<file path="src/rtl/modulo_decod_ff_t.sv">
// Toggle-line event decoder: synchronizes a remote T-flop level, turns each level change into a
// pulse and a pending-event count with ack handshake. Define DECOD_FF_T_OVF_EN for the sticky overflow flag.
module modulo_decod_ff_t #(
  parameter int   SYNC_STAGES = 2,
  parameter int   CW          = 4,
  parameter logic INIT_LEVEL  = 1'b1
) (
  input  logic          clk,
  input  logic          clr_n,
  input  logic          enable,
  input  logic          t_in,
  input  logic          evt_ack,
`ifdef DECOD_FF_T_OVF_EN
  input  logic          clr_ovf,
`endif
  output logic          pulse_out,
  output logic          evt_valid,
  output logic [CW-1:0] pend_count,
  output logic [1:0]    estado,
  output logic          overflow
);

  typedef enum logic [1:0] {
    OCIOSO   = 2'b00,
    PENDENTE = 2'b01,
    CHEIO    = 2'b10
  } estado_t;

  localparam logic [CW-1:0] CNT_MAX = '1;
  localparam logic [CW-1:0] CNT_ONE = CW'(1);

  logic [SYNC_STAGES-1:0] sync_q;
  logic                   sync_level;
  logic                   last_level_q;
  logic                   change;
  logic                   evt_q;
  logic                   pulse_q;
  logic                   ack;
  logic [CW-1:0]          count_q, count_d;
  estado_t                state_q, state_d;
  logic                   valid_q, valid_d;

  assign sync_level = sync_q[SYNC_STAGES-1];
  assign change     = sync_level ^ last_level_q;
  assign ack        = evt_ack & valid_q;

  // evt_q adds one stage so the pulse lands SYNC_STAGES+1 edges after t_in is first sampled.
  always_ff @(posedge clk or negedge clr_n) begin
    if (!clr_n) begin
      sync_q       <= {SYNC_STAGES{INIT_LEVEL}};
      last_level_q <= INIT_LEVEL;
      evt_q        <= 1'b0;
      pulse_q      <= 1'b0;
      count_q      <= '0;
      state_q      <= OCIOSO;
      valid_q      <= 1'b0;
    end else begin
      sync_q       <= {sync_q[SYNC_STAGES-2:0], t_in};
      last_level_q <= sync_level;
      evt_q        <= change & enable;
      pulse_q      <= evt_q;
      count_q      <= count_d;
      state_q      <= state_d;
      valid_q      <= valid_d;
    end
  end

  always_comb begin
    count_d = count_q;
    state_d = OCIOSO;
    unique case ({evt_q, ack})
      2'b10:   if (count_q != CNT_MAX) count_d = count_q + CNT_ONE;
      2'b01:   count_d = count_q - CNT_ONE;
      default: count_d = count_q;
    endcase
    case (state_q)
      OCIOSO, PENDENTE, CHEIO: begin
        if (count_d == '0)          state_d = OCIOSO;
        else if (count_d == CNT_MAX) state_d = CHEIO;
        else                         state_d = PENDENTE;
      end
      // Unreachable encoding 11: recover to an empty, idle decoder.
      default: begin
        count_d = '0;
        state_d = OCIOSO;
      end
    endcase
    valid_d = (count_d != '0);
  end

`ifdef DECOD_FF_T_OVF_EN
  logic lost;
  logic ovf_q;

  assign lost = evt_q & ~ack & (count_q == CNT_MAX);

  // A loss in the same cycle as clr_ovf wins, so no lost event goes unreported.
  always_ff @(posedge clk or negedge clr_n) begin
    if (!clr_n) ovf_q <= 1'b0;
    else        ovf_q <= lost | (ovf_q & ~clr_ovf);
  end

  assign overflow = ovf_q;
`else
  assign overflow = 1'b0;
`endif

  assign pulse_out  = pulse_q;
  assign evt_valid  = valid_q;
  assign pend_count = count_q;
  assign estado     = state_q;

endmodule

</file>
<file path="config.mk">
export PLATFORM = sky130hd
export DESIGN_NAME = modulo_decod_ff_t
export DESIGN_NICKNAME = d
export VERILOG_FILES = /design/src/rtl/modulo_decod_ff_t.sv
export SDC_FILE = /design/constraint.sdc
export NUM_CORES = 1
export LEC_CHECK = 0
export ABC_AREA = 0
export CELL_PAD_IN_SITES_DETAIL_PLACEMENT = 1
export CELL_PAD_IN_SITES_GLOBAL_PLACEMENT = 1
export CORE_UTILIZATION = 36
export DETAILED_ROUTE_END_ITERATION = 10
export PLACE_DENSITY = 0.8
export SLEW_MARGIN = 30
export SYNTH_ARGS = -nofsm -noshare
export SYNTH_HDL_FRONTEND = slang
export SYNTH_SLANG_ARGS = --single-unit
</file>
<file path="constraint.sdc">
create_clock -name clk -period 2.5 [get_ports clk]
set_clock_uncertainty 0.1 [all_clocks]
set_input_delay 0.25 -clock clk [delete_from_list [all_inputs] [get_ports clk]]
set_output_delay 0.25 -clock clk [all_outputs]
set_load 0.02 [all_outputs]
</file>
======== Yosys cells after proc, flatten, opt, wreduce, memory -nomap -nowiden ========
Cells that the tools add are included.
storage, ports and cells
  register bits ........................... 12
  logic and storage cells ................. 28
cells by class
  add/sub/neg operators ................... 2
  eq/ne operators ......................... 6
  mux-type cells .......................... 6
  bitwise gates (word level) .............. 3
  reductions and logical operators ........ 4
operators by type and width
  operator                                                               number
  4-bit two-way mux                                                      2
  4-bit case mux with 2 select lines                                     1
  2-bit two-way mux                                                      3
  4-bit by 1-bit adder with 4-bit output, second input constant          1
  2-bit by 1-bit equality test with 1-bit output, second input constant  2
  2-bit equality test, second input constant                             2
  4-bit equality test, second input constant                             1
  4-bit zero test                                                        1
  4-bit != test, second input constant                                   1
  4-bit nonzero test                                                     1
  4-bit by 1-bit subtractor with 4-bit output, second input constant     1
  3-bit OR reduction                                                     1
  1-bit bitwise AND                                                      2
  2-bit zero test                                                        1
  1-bit bitwise XOR                                                      1

======== Longest topological paths before layout ========
  word-level depth ........................ 7
  mapped depth ............................ 9

======== Worst setup path before layout ========
OpenSTA, ideal clock, no wires.
  path kind ............................... reg2reg
  start point ............................. register valid_q (netlist: evt_valid)
  end point ............................... register state_q[0] (netlist: estado[0])
  library setup time ...................... 0.119 ns
  data arrival time ....................... 1.858 ns
  setup slack ............................. 0.423 ns
  cell stages (with the launch flop) ...... 10
  path buffers ............................ 1
  clock period less this slack ............ 2.077 ns
  cells stage by stage .................... dfrtp_1 > nand2_1 > inv_1 > ha_1 > buf_2 > a41o_2 > nand2_1 > o31ai_1 > o41a_1 > and2_1
between the ends
  cells in the longest elaborated chain, start to end .. 7
  elaborated cells between the ends (all ways) .. 9
  classes of those cells .................. eq/ne (3); mux (4); bitwise (1); reduce/logical (1)
ends and longest elaborated chain
  item                                                                                          line  text
  start: declaration                                                                            41    logic valid_q, valid_d;
  start signal: assignment                                                                      64    valid_q <= valid_d;
  1-bit bitwise AND (*)                                                                         45    assign ack = evt_ack & valid_q;
  2-bit by 1-bit equality test with 1-bit output / 2-bit equality test (equally long branches)  71    unique case ({evt_q, ack})
  4-bit case mux with 2 select lines (*)                                                        71
  4-bit equality test                                                                           79    else if (count_d == CNT_MAX) state_d = CHEIO;
  2-bit two-way mux                                                                             79
  2-bit two-way mux (*)                                                                         78    if (count_d == '0) state_d = OCIOSO;
  2-bit two-way mux (*)                                                                         76    case (state_q)
  via state_d[0]                                                                                40    estado_t state_q, state_d;
  end signal: assignment                                                                        63    state_q <= state_d;
  end: declaration                                                                              40
Mark *: on every way through the listed nets, which the timed path passes. The rest lies on a longest branch.

======== Final worst setup path ========
Ends and elaborated chain as after synthesis.

==> qor.yml <==
status: "complete, no violations"
clock.fmax_mhz: 460
ys.flop_type: "dfrtp_1"
cpPeakStageDelay_ns: 0.46
switching_share: 0.393
endpoint_kind: "flop"
grt_max_degree: 13
layout_common_cells: "clkdlybuf4s50_1, dfrtp_1, nand2_1"
critPathBufInv: 1
overflow: 0
n_antenna_cell: 0
layout_setup_ws_ns: 0.328
grt_setup_unrepaired: "false"
cts.clk_slew.worst_paths_ns: 0.08
drcViolationCount: 0
start_kind: "flop"
wl_microns: 1220
final.min_clock_period_ns: 2.17
worst_r2r_path_depth: 8
netlist_instances: 61
initial_core_util: 0.404
tritoncts: "yes"
hold_buffers: 0
drive_above_1_share: 0.133
viasPerCell: 5.56
synth-edff-count: 0
wl_per_cell_microns: 13.4
place_ws_ns: 0.0479
cts_max_path_buffers: 2
seq_area_frac_synth: 0.477
dp.final_hpwl_microns: 935
globalplace.congestion: 0.839
clock_latency_ns: 0.27
required_ns: 2.56
async_flop_share: 1.00
grt_pass1_wl_microns: 2260
cts_setup_buffers: 0
finalHoldViolCount: 0
pwr-share-seq: 0.363
pin_count: 14
clkPwrFrac: 0.172
cp_max_fo: 9
h-tree-depth: 1
syn_avg_cell_area_sq_um: 10.4
vias: 506
ant_nets: 0
fillers: 178
final_common_cell: "clkdlybuf4s50_1"
cp_slowest_cell: "o41a_1"
peakVddDrop_v: 0.000561
drv_cap: 0
core_area_sq_mm: 0.00158
cp_cell_sequence: "nand2_1, inv_1, ha_1, nor2_1, a22oi_1, o211ai_1, o41a_1, and2_1"
area_growth_syn_to_layout_pct: 25.7
slew_headroom: 0.660
fin_setup_tns_ns: 0
antenna_found_initial: 0
crit_type: "flop to flop"
clockRootBuffer: "clkbuf_4"
die-area_sq_mm: 0.00194
period_share: 0.869
syn_nets: 70
arrival_ns: 2.24
final_cells: 91
synth-seq-cells: 12
cts-resized-gates: 0
fin_nets: 85
chipWidth_microns: 44.1
netlist_area_sq_um: 637
groute.usage.overall: 0.160
p_total_w: 0.000880
tightest_slew_ns: 0.509
crit_cells: 8
port_buffers: 12
register_area_sq_um: 304
multi_input_area_sq_um: 305
hp-class: "input pin to asynchronous set/reset pin"
die_h_microns: 44.1
num_rows: 14
dp.cells: 87
drt_iter0_markers: 4
switching_power_w: 0.000346
first_global_vias: 500
cts_buffers: 3
finalSetupViolations: 0
leakage_nw: 0.335
dr.pass1.iters: 5
cts.sinks: 12
crit_family: "compound AO/OA/AOI/OAI gates"
power_density_mw_per_mm2: 1100
ys_warn_count: 0
synth.distinct_cells: 33
drv_slew: 0
intPower_w: 0.000534
p_comb_frac: 0.465
==> flip-flops by register name, summed over array words and instances, names as in the netlist <==
register / flops
last_level_q: 1
sync_q: 2
estado: 2
evt_q: 1
pend_count: 4
evt_valid: 1
pulse_out: 1
==> logic make-up after synthesis <==
kind of cell	Yosys count	synth area share
and+or+nand+nor	24	0.226
buffers and inverters	6	0.0432
muxes	1	0.0157
adders and majority gates	4	0.0786
AOI/OAI and AO/OA	12	0.139
DFF	12	0.477
xor gates and xnor gates	1	0.0138
other	1	0.00589
==> stage by stage <==
| step | area, sq um | utilization | hold WS, ns |
|---|---|---|---|
| global route | 801 | 0.508 | 0.260 |
| CTS | 801 | 0.508 | 0.241 |
| floorplan | 637 | - | -0.146 |
| global placement | 764 | 0.485 | 0.246 |
| finish | 801 | 0.508 | 0.217 |
| detailed placement | 764 | 0.485 | 0.247 |
==> final cells by class <==
cell class                      count  area share
Clock buffer                        4      0.0453
Inverter                            4      0.0188
Multi-Input combinational cell     43       0.381
Sequential cell                    12       0.380
Tap cell                           16      0.0250
Timing Repair Buffer               12       0.150
==> layer usage <==
metal / vias to the layer above / global-route usage / part of all wire
li1: 246 / - / -
met1: 249 / 0.212 / 0.50
met2: 11 / 0.265 / 0.47
met3: 0 / 0.0163 / 0.029
met4: 0 / 0.0727 / 0
met5: - / 0 / 0
==> Yosys cell counts (all sizes together), types with 2 or more instances <==
library cell	instances	area, sq um
nand2	6	22.5
nand3	2	15.0
inv	4	15.0
o21ai	3	15.0
dfrtp	9	225
and2	6	38.8
buf	2	12.5
o211ai	3	22.5
dfstp	3	78.8
ha	4	50.1
==> worst paths after layout <==
kind	startpoint	end	slack, ns
worst max-delay path	evt_valid	estado[0]	0.33
worst min-delay path	clr_n	pend_count[0]	0.22
worst max register to register	evt_valid	estado[0]	0.33
worst min register to register	sync_q[0]	sync_q[1]	0.26
max in group asynchronous	clr_n	last_level_q	1.72
min in group clk	sync_q[0]	sync_q[1]	0.26
==> power by group through the flow <==
stage          sequential (W)  combinational (W)  clock [W]
3_5_place_dp         0.000324           0.000412          0
4_1_cts              0.000321           0.000413   0.000156
5_1_grt              0.000331           0.000455   0.000164
2_1_floorplan        0.000363           0.000207          0
3_3_place_gp         0.000321           0.000398          0
6_report             0.000320           0.000409   0.000151
Note: power is estimated with default switching activity, not from simulation.
